### src/rtl/imem_loader.sv
// Boot loader: parses an A5/LEN/words byte stream into imem writes, holds core in reset until done.
// Latency: wr_en one cycle after each word's 4th byte; done/core_rst_n one cycle after last wr_en.
// Backpressure: byte_ready low in FIN/DONE/ERR and during reset; gaps in byte_valid are tolerated.
module imem_loader #(
    parameter int         DEPTH  = 80,
    parameter int         ADDR_W = $clog2(DEPTH),
    parameter logic [7:0] MAGIC  = 8'hA5
) (
    input  logic              clk_i,
    input  logic              rst_ni,
    input  logic              byte_valid_i,
    input  logic [7:0]        byte_data_i,
    output logic              byte_ready_o,
    input  logic              restart_i,
    output logic              wr_en_o,
    output logic [ADDR_W-1:0] wr_addr_o,
    output logic [31:0]       wr_data_o,
    output logic              core_rst_n_o,
    output logic              done_o,
    output logic              error_o
);

    typedef enum logic [2:0] {
        S_IDLE,
        S_LEN0,
        S_LEN1,
        S_DATA,
        S_FIN,
        S_DONE,
        S_ERR
    } state_t;

    localparam logic [15:0] DEPTH_L = 16'(DEPTH);

    state_t              state_q, state_d;
    logic [15:0]         len_q, len_d;
    logic [ADDR_W-1:0]   word_idx_q, word_idx_d;
    logic [1:0]          byte_idx_q, byte_idx_d;
    logic                wr_en_q, wr_en_d;
    logic [ADDR_W-1:0]   wr_addr_q, wr_addr_d;
    logic [31:0]         wr_data_q, wr_data_d;
    logic                ready_q, ready_d;
    logic                done_q, done_d;
    logic                error_q, error_d;
    logic                core_rst_n_q, core_rst_n_d;

    logic                xfer;
    logic [15:0]         len_full;
    logic [15:0]         word_idx_ext;

    assign xfer         = byte_valid_i & ready_q;
    assign len_full     = {byte_data_i, len_q[7:0]};
    assign word_idx_ext = {{(16-ADDR_W){1'b0}}, word_idx_q};

    always_comb begin
        state_d    = state_q;
        len_d      = len_q;
        word_idx_d = word_idx_q;
        byte_idx_d = byte_idx_q;
        wr_en_d    = 1'b0;
        wr_addr_d  = wr_addr_q;
        wr_data_d  = wr_data_q;

        case (state_q)
            S_IDLE: begin
                if (xfer && byte_data_i == MAGIC) begin
                    state_d = S_LEN0;
                end
            end
            S_LEN0: begin
                if (xfer) begin
                    len_d[7:0] = byte_data_i;
                    state_d    = S_LEN1;
                end
            end
            S_LEN1: begin
                if (xfer) begin
                    len_d[15:8] = byte_data_i;
                    if (len_full == 16'd0) begin
                        state_d = S_DONE;
                    end else if (len_full > DEPTH_L) begin
                        state_d = S_ERR;
                    end else begin
                        state_d    = S_DATA;
                        word_idx_d = '0;
                        byte_idx_d = 2'd0;
                    end
                end
            end
            S_DATA: begin
                if (xfer) begin
                    // Assemble in place: the word only changes after its wr_en cycle.
                    wr_data_d[{byte_idx_q, 3'b000} +: 8] = byte_data_i;
                    byte_idx_d = byte_idx_q + 2'd1;
                    if (byte_idx_q == 2'd3) begin
                        wr_en_d    = 1'b1;
                        wr_addr_d  = word_idx_q;
                        word_idx_d = word_idx_q + 1'b1;
                        if (word_idx_ext == len_q - 16'd1) begin
                            state_d = S_FIN;
                        end
                    end
                end
            end
            S_FIN: begin
                state_d = S_DONE;
            end
            S_DONE, S_ERR: begin
                if (restart_i) begin
                    state_d    = S_IDLE;
                    word_idx_d = '0;
                    byte_idx_d = 2'd0;
                end
            end
            default: begin
                state_d = S_IDLE;
            end
        endcase

        // Status outputs are registered from the next state so they line up with it.
        ready_d      = (state_d == S_IDLE) || (state_d == S_LEN0) ||
                       (state_d == S_LEN1) || (state_d == S_DATA);
        done_d       = (state_d == S_DONE);
        core_rst_n_d = (state_d == S_DONE);
        error_d      = (state_d == S_ERR);
    end

    always_ff @(posedge clk_i or negedge rst_ni) begin
        if (!rst_ni) begin
            state_q      <= S_IDLE;
            len_q        <= '0;
            word_idx_q   <= '0;
            byte_idx_q   <= '0;
            wr_en_q      <= 1'b0;
            wr_addr_q    <= '0;
            wr_data_q    <= '0;
            ready_q      <= 1'b0;
            done_q       <= 1'b0;
            error_q      <= 1'b0;
            core_rst_n_q <= 1'b0;
        end else begin
            state_q      <= state_d;
            len_q        <= len_d;
            word_idx_q   <= word_idx_d;
            byte_idx_q   <= byte_idx_d;
            wr_en_q      <= wr_en_d;
            wr_addr_q    <= wr_addr_d;
            wr_data_q    <= wr_data_d;
            ready_q      <= ready_d;
            done_q       <= done_d;
            error_q      <= error_d;
            core_rst_n_q <= core_rst_n_d;
        end
    end

    assign byte_ready_o = ready_q;
    assign wr_en_o      = wr_en_q;
    assign wr_addr_o    = wr_addr_q;
    assign wr_data_o    = wr_data_q;
    assign done_o       = done_q;
    assign error_o      = error_q;
    assign core_rst_n_o = core_rst_n_q;

endmodule

### config.mk
export PLATFORM = sky130hd
export DESIGN_NAME = imem_loader
export DESIGN_NICKNAME = d
export VERILOG_FILES = /design/src/rtl/imem_loader.sv
export SDC_FILE = /design/constraint.sdc
export NUM_CORES = 1
export LEC_CHECK = 0
export ABC_CLOCK_PERIOD_IN_PS = 2480
export CAP_MARGIN = 20
export CORE_MARGIN = 4
export CORE_UTILIZATION = 48
export CTS_CLUSTER_SIZE = 30
export DETAILED_ROUTE_END_ITERATION = 10
export PLACE_DENSITY = 0.76
export SLEW_MARGIN = 15
export SYNTH_ARGS = -nofsm -noshare
export SYNTH_HDL_FRONTEND = slang
export SYNTH_SLANG_ARGS = --single-unit
### constraint.sdc
create_clock -name clk_i -period 2.48 [get_ports clk_i]
set_input_delay 0.744 -clock clk_i [delete_from_list [all_inputs] [get_ports clk_i]]
set_output_delay 0.744 -clock clk_i [all_outputs]
set_load 0.1 [all_outputs]
==> impl_summary.md, run 1 <==
Drt
Summing over every cut layer, the via total after detailed routing is 3036. For this run, design rule violations remaining after detail routing come to 0. The length of the first detailed-routing pass in iterations is 5. The initial DRC count is 282.

The detailed-route wire length is 9410 um. The number of vias per cell after detailed routing is 5.47. The final routed wire length divided by cell count is 17.0 um.

The number of routed nets with antenna violations is 0.

Timing
Summed over all failing endpoints, the final setup total negative slack is 0 ps. The peak clock frequency supported by timing is 414 MHz. The worst relative slew slack is 0.605. At the pin with the least slew margin, the transition time is 591 ps. Setup violations remaining at the end of the flow were counted as 0.

Setup repair after global routing could not meet its margin everywhere. The worst path in the final design needs a cycle of 2420 ps, including I/O delays and setup. The number of failing hold endpoints at the final stage is 0.

In the finished design, the share of the clock period the worst path needs comes to 0.974. The max-slew violation count is 0. The worst slack on hold paths is 350 ps. Between clock sinks in the finished design, the worst skew comes to 9.00 ps.

Worst setup path
STA puts the critical path data arrival time at 2660 ps. The setup path with the least slack is of type in -> reg. The kind of start point of the critical path is an input port.

Walking the worst path, the cells encountered are clkdlybuf4s50_1 > nand2_1 > nor4b_4 > buf_4 > nand4_1 > a2111oi_4 > nand3_2 > and2_4. Of all nets on the critical path, the largest fanout is 4. The number of buffers and inverters on the critical path is 2.

The nature of the critical path endpoint is a flip-flop. The data required time at the worst endpoint is 2720 ps. The family with the most delay on the worst path is simple AND/OR/NAND/NOR gates. The delay of the slowest cell on the worst path is 480 ps. The critical-path cell with the highest stage delay is clkdlybuf4s50_1.

Clocking
Clock-pin slew was measured on the worst setup and hold paths at 80 ps. The CTS tree is built. The clock tree root driver cell is clkbuf_8. The clock sink count is 71. The clock reaches the later pin of the worst-skew pair after 350 ps. Buffers inserted to repair hold after CTS numbered 0. TritonCTS created 9 clock buffers.

No sink is reached through more buffers than the 2 on the longest clock path. The H-tree was split into 3 levels.

Placement
The number of I/O port buffers is 55. The half-perimeter wire length after detailed placement is 6670 um. After detailed placement, the total cell area comes to 4240 um^2.

Including well taps, the total number of placed cells is 534. The congestion estimate from routability-driven global placement came to 0.956.

Pwr
The peak supply drop is 931 uV. The combinational cell fraction of total power is 0.473. The analysis attributes to cell leakage a power of 2.11 nW. Cell internal power was estimated by the tool at 2.25 mW. The net switching fraction of the power is 0.503. Of the total power, the clock network draws 0.184. The net switching power is 2.28 mW. Power spread over the standard cell area amounts to 994 nW/um^2. The share of total power dissipated in sequential elements is 0.343.

Floorplan
After floorplanning, the core was sized to cover 6910 um^2. The starting density of the core is 0.503. 56 I/O pins were placed.

The die is 93.1 um wide. The height of the die is 93.1 um. Row generation in the floorplan step produced 30 rows.

The die covers 8660 um^2.

Global routing
The initial antenna violation count is 0. Entering global routing, the biggest net connects 31 pins. Summed over all layers, the global routing overflow is 0. The global-route wire length before repair is 15500 um. The number of global-route vias before repair came to 3061.

The all-layer global routing usage is 0.230.

Yosys
The average cell area after synthesis is 9.55 um^2. The number of register bits inferred by synthesis is 71. The share of synthesized flip-flops with an asynchronous set or reset is 1.00. Synthesis produced a netlist whose cell count is 364. The number of distinct library cell variants in the gate-level netlist after synthesis is 51. The post-synth net total is 384.

The flip-flop cell with the highest count after synthesis is dfrtp_1. The share of the Yosys chip area taken by registers is 0.511. Counting flops with a built-in enable in the synthesized netlist gives 0. After synthesis the cells add up to 3470 um^2.

The number of warning messages in the yosys log is 0.

Layout
In the final layout, the share of cells above drive strength 1 is 0.305. The area growth from synthesis to layout is 31.1%. The number of nets at the end of the flow is 474. In the layout the commonest cells are 83 x nand2_1, 80 x buf_4, 70 x dfrtp_1. The cell area after layout is 4560 um^2. For this run, the number of standard cells in the final layout without fillers is 555. Measured on the finished design, the core utilization comes to 0.660.

The most common cell after layout, fill and taps aside is nand2_1. The number of antenna repair diodes is 0.

Run
The tool flagged a number of max-cap violations equal to 0.

Min path
In this run the worst hold path is classified as in -> async.

Outcome
The run finished with clean final reports.
## cells by family after synthesis
kind of cell,after synthesis,synth area share
AND/OR/NAND/NOR,148,0.198
AO/OA/AOI/OAI,84,0.154
flip-flops,71,0.511
buffers and inverters,28,0.0317
multiplexers,18,0.0583
adder cells (fa/ha/maj),8,0.0288
XOR/XNOR,7,0.0176
## through the flow
| step | setup slack, ps | total power, mW |
|---|---|---|
| 3_3_place_gp | -569 | 3.66 |
| 5_1_grt | -53.6 | 4.73 |
| 4_1_cts | -0.872 | 4.54 |
| 3_5_place_dp | -610 | 3.70 |
| 6_report | 63.3 | 4.53 |
| 2_1_floorplan | 69.9 | 3.17 |
## per-layer routing
metal  track usage  vias up  share of wire
met1         0.315     1464           0.44
met4        0.0611        0          0.013
met3        0.0539       13          0.045
met2         0.368       93           0.50
li1              -     1466              -
met5             0        -              0
## power groups by stage
stage | combinational (mW) | clock (mW) | sequential, mW
after floorplan | 0.439 | 0 | 2.73
after global routing | 2.25 | 0.896 | 1.58
after global placement | 2.10 | 0 | 1.56
final | 2.14 | 0.835 | 1.55
after CTS | 2.15 | 0.840 | 1.55
after detailed placement | 2.13 | 0 | 1.57
## final timing paths
check | start | to | slack, ps | cells after the start
setup reg to reg | len_q[0] | byte_ready_o | 70 | 9
setup / recovery | byte_valid_i | byte_ready_o | 60 | 8
hold / removal | rst_ni | len_q[3] | 350 | 1
hold reg to reg | wr_data_o[25] | wr_data_o[25] | 490 | 2
min in group clk_i | wr_data_o[25] | wr_data_o[25] | 490 | 2
max in group asynchronous | rst_ni | wr_data_o[1] | 1570 | 2
## layout make-up
cell class              instances  area (um^2)
fillers                       586         2350
flip-flops and latches         71         1780
multi-input cells             266         1690
repair buffers                 93          741
clock buffers                  11          141
well taps                      96          120
inverters                      13         48.8
clock inverters                 5         33.8
## synth_stat cells, drive strengths merged, types with 4 or more instances
cell type	number	share of area
mux2	18	0.058
nor3b	4	0.0086
nor2	14	0.015
ha	8	0.029
clkbuf	13	0.014
nand4	6	0.011
and3	4	0.0072
o21ai	46	0.066
a21oi	7	0.010
a21o	7	0.015
nor3	8	0.012
nand2	83	0.090
xnor2	4	0.010
dfrtp	71	0.51
inv	13	0.014
nand3	8	0.013
a211o	4	0.010
## sequential cells by signal, indices dropped and copies added, names as in the netlist
name / count
wr_en_o: 1
error_o: 1
state_q: 3
wr_addr_o: 7
word_idx_q: 7
wr_data_o: 32
len_q: 16
byte_idx_q: 2
core_rst_n_o: 1
byte_ready_o: 1
## repair_timing
action	in CTS	in global routing
cloned	1	0
endpoints found under the hold margin	0	0
pin swaps	3	12
setup endpoints to repair	14	13
setup buffers	0	4
resized for setup	16	15
Note: power is estimated with default switching activity, not from simulation.
==> inputs of run 2 (changes only) <==
--- a/config.mk
+++ b/config.mk
@@ -8,10 +8,9 @@
 export ABC_CLOCK_PERIOD_IN_PS = 2480
 export CAP_MARGIN = 20
 export CORE_MARGIN = 4
-export CORE_UTILIZATION = 48
+export CORE_UTILIZATION = 25
 export CTS_CLUSTER_SIZE = 30
 export DETAILED_ROUTE_END_ITERATION = 10
-export PLACE_DENSITY = 0.76
 export SLEW_MARGIN = 15
 export SYNTH_ARGS = -nofsm -noshare
 export SYNTH_HDL_FRONTEND = slang
==> impl_summary.md, run 2 (synthesis results as in run 1) <==
Worst setup path
The delay of the slowest cell on the worst path was 490 ps (was 480 ps). The family with the most delay on the worst path is simple AND/OR/NAND/NOR gates (unchanged). The data arrival time of the critical path is 2650 ps (was 2660 ps). The largest fanout on the critical path is 4 (unchanged).

The nature of the critical path endpoint is a flip-flop (unchanged). The number of buffers and inverters on the critical path was 2 (unchanged). The type of the worst setup path is reg -> reg (was in -> reg).

The data required time at the worst endpoint is 2700 ps (was 2720 ps). The critical-path cell with the highest stage delay is or4b_4 (was clkdlybuf4s50_1). The kind of start point of the critical path is a flip-flop (was input port). Cell breakdown of the critical path: inv_2 > ha_4 > or4b_4 > buf_4 > a2111oi_2 > o21bai_1 > a22oi_2 > nand3_2 > and2_1 (was clkdlybuf4s50_1 > nand2_1 > nor4b_4 > buf_4 > nand4_1 > a2111oi_4 > nand3_2 > and2_4).

Layout
The fill cell total of the finished layout came to 1345 (was 586). The number of antenna repair diodes came to 0 (unchanged). The flip-flop count of the largest register after layout is 32 (unchanged). The combined flip-flop and latch cell area is 1780 um^2 (unchanged). The number of nets at the end of the flow is 474 (unchanged). The area growth from synthesis to layout is 37.9% (was 31.1%). Commonest cells after routing, fill and taps aside: 83 x nand2_1, 80 x buf_4, 70 x dfrtp_1 (unchanged). The most common cell after layout, fill and taps aside is nand2_1 (unchanged). The post-route non-filler standard cell count was 635 (was 555). The combined area of the multi-input logic cells is 1710 um^2 (was 1690 um^2). The ratio of cells with drive above 1 in the final layout is 0.307 (was 0.305).

Pwr
The total power density per cell area is 1030 nW/um^2 (was 994 nW/um^2). The peak supply drop came to 591 uV (was 931 uV). The leakage power summed over all cells is 2.16 nW (was 2.11 nW).

Drt
The length of the first detailed-routing pass in iterations is 4 (was 5). The number of vias per cell after detailed routing is 4.71 (was 5.47). The initial DRC count is 205 (was 282). The final routed wire length divided by cell count was 15.2 um (was 17.0 um). The number of routed nets with antenna violations came to 0 (unchanged). The detailed-route wire length was 9650 um (was 9410 um).

The final routed DRC violation total is 0 (unchanged). The total number of vias is 2990 (was 3036).

Timing
The worst-margin pin slew was 512 ps (was 591 ps). The peak clock frequency supported by timing is 412 MHz (was 414 MHz). The number of failing hold endpoints at the final stage was 0 (unchanged). The number of setup violations in the final report is 0 (unchanged). The max-slew violation count came to 0 (unchanged). Setup repair after global routing missed its margin: true (unchanged). The worst relative slew slack is 0.657 (was 0.605).

The clock period minus worst slack is 2430 ps (was 2420 ps). The worst slack on hold paths came to 436 ps (was 350 ps). The worst-case clock skew was 5.36 ps (was 9.00 ps).

The share of the clock period used by the worst path was 0.979 (was 0.974). The final worst setup slack is 52.4 ps (was 63.3 ps).

Clocking
The later-pin clock latency in the skew report is 330 ps (was 350 ps). The number of buffers added by the clock tree synthesis step came to 9 (unchanged). The clock sink count is 71 (unchanged). The clock tree root driver cell is clkbuf_16 (was clkbuf_8). The count of H-tree levels built during CTS is 3 (unchanged). The maximum buffer depth of the clock tree is 2 (unchanged).

The clock transition at the register clock pins on the worst setup and hold paths after CTS is 60 ps (was 80 ps). The CTS tree is built (unchanged).

Global routing
The global-route wire length before repair is 15500 um (about the same). The all-layer global routing usage was 0.123 (was 0.230). The number of global-route vias before repair was 2898 (was 3061). The final global-route overflow total was 0 (unchanged). The initial antenna violation count came to 0 (unchanged).

The largest net degree at the start of global routing was 72 (was 31).

Placement
The worst setup slack before clock tree synthesis came to -716 ps (was -610 ps). The number of I/O port buffers is 55 (unchanged). The number of instances in the placed design was 614 (was 534). The half-perimeter wire length after detailed placement was 6830 um (was 6670 um). The placer's final routability congestion estimate was 0.882 (was 0.956).

Floorplan
The overall die area is 15800 um^2 (was 8660 um^2). The width of the die is 126 um (was 93.1 um). The starting density of the core is 0.259 (was 0.503). The core area was 13400 um^2 (was 6910 um^2).

The row count is 42 (was 30). The I/O pin count is 56 (unchanged). The height of the die is 126 um (was 93.1 um).

Min path
The classification of the worst-slack hold path was in -> async (unchanged).

Outcome
Status: complete, no violations (unchanged).

Run
The total of max-cap violations is 0 (unchanged).
==> run 2: worst reg2reg max path: cells and delay by family (launching register included) <==
family	cells	cell delay [ps]
adders and majority gates	1	130
DFF	1	390
buffers and inverters	2	250
and+or+nand+nor	3	810
AOI/OAI and AO/OA	3	720
==> run 2: metrics by stage <==
step,util,instance area [um^2],power [mW],setup TNS (ps)
4_1_cts,0.351,4700,4.99,0
5_1_grt,0.358,4790,5.16,-72.9
3_3_place_gp,0.325,4350,3.69,-9500
6_report,0.358,4790,4.94,0
3_5_place_dp,0.325,4350,3.72,-10230
2_1_floorplan,-,3480,3.17,0
==> run 2: per-layer routing <==
| metal | vias up | GRT usage | wire [um] |
|---|---|---|---|
| met5 | - | 0 | 0 |
| met4 | 0 | 0.0517 | 244 |
| met3 | 15 | 0.0292 | 333 |
| met2 | 74 | 0.198 | 4710 |
| met1 | 1446 | 0.159 | 4360 |
| li1 | 1455 | - | - |
==> run 2: path summary, 6_finish.rpt <==
check | start | end | slack [ps] | depth (start not counted)
setup / recovery | len_q[0] | byte_ready_o | 50 | 9
hold / removal | rst_ni | wr_addr_o[6] | 440 | 2
setup reg to reg | len_q[0] | byte_ready_o | 50 | 9
hold reg to reg | wr_data_o[30] | wr_data_o[30] | 480 | 2
max in group asynchronous | rst_ni | byte_ready_o | 1750 | 2
min in group clk_i | wr_data_o[30] | wr_data_o[30] | 480 | 2
==> run 2: repair_timing <==
action,in CTS,in global routing
pin swaps,5,10
hold buffers,0,0
resized for setup,15,16
cloned,1,0
setup buffers,1,3
endpoints found under the setup margin,15,15
==> run 2: power by group <==
group          switching [mW]  total [mW]  internal [mW]
clock                   0.484        1.26          0.774
combinational            1.63        2.13          0.498
sequential              0.184        1.55           1.37
==> run 2: area by class of cell <==
class,count,share of cell area
sequential,71,0.371
multi-input combinational,266,0.357
timing repair buffer,93,0.155
clock buffer,10,0.0478
tap,176,0.0460
clock inverter,6,0.0128
inverter,13,0.0102
==> inputs of run 3 (changes only) <==
--- a/config.mk
+++ b/config.mk
@@ -15,3 +15,4 @@
 export SYNTH_ARGS = -nofsm -noshare
 export SYNTH_HDL_FRONTEND = slang
 export SYNTH_SLANG_ARGS = --single-unit
+export TNS_END_PERCENT = 5
==> impl_summary.md, run 3 (synthesis results as in run 1) <==
Layout
The number of nets at the end of the flow is 472 (was 474). The most common cell after layout, fill and taps aside is nand2_1 (unchanged). The ratio of cells with drive above 1 in the final layout is 0.304 (was 0.307). Commonest cells after routing, fill and taps aside: 83 x nand2_1, 78 x buf_4, 70 x dfrtp_1 (was 83 x nand2_1, 80 x buf_4, 70 x dfrtp_1).

The utilization of the core after routing was 0.357 (was 0.358). The cell area after layout came to 4790 um^2 (about the same). The number of antenna repair diodes is 0 (unchanged). The area growth from synthesis to layout is 37.8% (was 37.9%). The flip-flop count of the largest register after layout is 32 (unchanged). The post-route non-filler standard cell count was 633 (was 635).

Worst setup path
Cell breakdown of the critical path: inv_2 > ha_4 > or4b_4 > buf_4 > a2111oi_2 > o21bai_1 > a22oi_2 > nand3_2 > and2_1 (unchanged). The critical-path cell with the highest stage delay is or4b_4 (unchanged). The largest fanout on the critical path is 4 (unchanged).

The logic depth of the worst register-to-register path was 9 (unchanged). The nature of the critical path endpoint is a flip-flop (unchanged). The type of the worst setup path was reg -> reg (unchanged). The data required time at the worst endpoint is 2700 ps (about the same).

The delay of the slowest cell on the worst path is 490 ps (about the same). The data arrival time of the critical path is 2650 ps (about the same). The kind of start point of the critical path is a flip-flop (unchanged).

Global routing
The largest net degree at the start of global routing is 72 (unchanged). The initial antenna violation count is 0 (unchanged). The final global-route overflow total came to 0 (unchanged). The global-route wire length before repair is 15300 um (was 15500 um). The all-layer global routing usage is 0.122 (was 0.123). The number of global-route vias before repair was 2890 (was 2898).

Outcome
Status: complete, no violations (unchanged).

Clocking
The clock sink count is 71 (unchanged). The number of buffers added by the clock tree synthesis step is 9 (unchanged). The later-pin clock latency in the skew report is 330 ps (about the same). The clock tree root driver cell was clkbuf_16 (unchanged). The maximum buffer depth of the clock tree is 2 (unchanged).

The count of H-tree levels built during CTS came to 3 (unchanged). The CTS tree was built (unchanged). The clock transition at the register clock pins on the worst setup and hold paths after CTS is 60 ps (about the same).

Floorplan
The overall die area is 15800 um^2 (unchanged). The I/O pin count came to 56 (unchanged). The height of the die is 126 um (unchanged).

The starting density of the core came to 0.259 (unchanged). The width of the die was 126 um (unchanged). The row count is 42 (unchanged).

The core area is 13400 um^2 (unchanged).

Timing
The worst-margin pin slew is 515 ps (was 512 ps). The peak clock frequency supported by timing is 413 MHz (was 412 MHz). The clock period minus worst slack is 2420 ps (was 2430 ps). The max-slew violation count is 0 (unchanged). The share of the clock period used by the worst path is 0.977 (was 0.979).

The number of failing hold endpoints at the final stage came to 0 (unchanged). The worst relative slew slack was 0.655 (was 0.657). The worst slack on hold paths is 438 ps (was 436 ps). Setup repair after global routing missed its margin: true (unchanged). The number of setup violations in the final report was 0 (unchanged). The worst-case clock skew is 5.03 ps (was 5.36 ps).

Placement
The number of instances in the placed design came to 614 (unchanged). The number of I/O port buffers was 55 (unchanged). The placer's final routability congestion estimate is 0.882 (unchanged). The placed instance area was 4350 um^2 (unchanged). The half-perimeter wire length after detailed placement is 6830 um (unchanged).

Drt
The total number of vias is 2970 (was 2990). The length of the first detailed-routing pass in iterations is 7 (was 4). The final routed DRC violation total is 0 (unchanged).

The initial DRC count is 185 (was 205). The number of vias per cell after detailed routing is 4.69 (was 4.71). The number of routed nets with antenna violations is 0 (unchanged). The detailed-route wire length is 9630 um (was 9650 um). The final routed wire length divided by cell count is 15.2 um (about the same).

Run
The total of max-cap violations is 0 (unchanged).

Min path
The classification of the worst-slack hold path is in -> async (unchanged).

Pwr
The leakage power summed over all cells came to 2.16 nW (about the same). The final total power is 4.95 mW (was 4.94 mW). The peak supply drop was 591 uV (about the same). The total power density per cell area came to 1030 nW/um^2 (about the same).
-- run 3: cell types whose count changed in the layout (fill, tap and decap cells not counted), sizes merged --
cell / delta
clkdlybuf4s50: +1
dlygate4sd2: -2
buf: -2
dlymetal6s2s: +1
-- run 3: path summary, 6_finish.rpt --
kind                          startpoint             to  slack (ps)
max                             len_q[0]   byte_ready_o          60
min                               rst_ni   wr_addr_o[6]         440
max reg2reg                     len_q[0]   byte_ready_o          60
min reg2reg                wr_data_o[30]  wr_data_o[30]         480
max in group asynchronous         rst_ni  wr_data_o[23]        1750
min in group clk_i         wr_data_o[30]  wr_data_o[30]         480
-- run 3: layout make-up --
class	count	area (um^2)
clock inverter	6	61.3
timing repair buffer	91	733
sequential	71	1780
multi-input combinational	266	1720
clock buffer	10	229
tap	176	220
fill	1346	8610
inverter	13	48.8
-- run 3: per-layer routing --
| layer | vias up | share of wire | track usage | wire length, um |
|---|---|---|---|---|
| met2 | 80 | 0.49 | 0.195 | 4690 |
| met4 | 0 | 0.022 | 0.0517 | 213 |
| met1 | 1424 | 0.45 | 0.157 | 4370 |
| li1 | 1452 | - | - | - |
| met5 | - | 0 | 0 | 0 |
| met3 | 14 | 0.037 | 0.0292 | 352 |
-- run 3: power breakdown --
group / leakage, nW / switching [mW] / internal (mW)
Clock: 0.142 / 0.484 / 0.774
Sequential: 0.873 / 0.182 / 1.37
Combinational: 1.14 / 1.64 / 0.499
-- run 3: critical path: cells and delay by family, from the launching register on --
kind            cells  cell delay [ps]
compound gates      3              730
fa+ha+maj           1              130
buf+inv             2              250
flops               1              390
simple gates        3              810
-- run 3: through the flow --
step | setup slack (ps) | TNS [ps]
after detailed placement | -716 | -10230
final | 56.7 | 0
after global routing | -40.0 | -66.1
after floorplan | 69.9 | 0
after CTS | 0.797 | 0
after global placement | -668 | -9500
-- run 3: repair_timing --
| item | CTS | global route |
|---|---|---|
| hold buffers | 0 | 0 |
| cloned | 0 | 1 |
| resized for setup | 12 | 18 |
| pin swaps | 3 | 13 |
| buffers inserted | 0 | 2 |
| setup endpoints to repair | 15 | 15 |
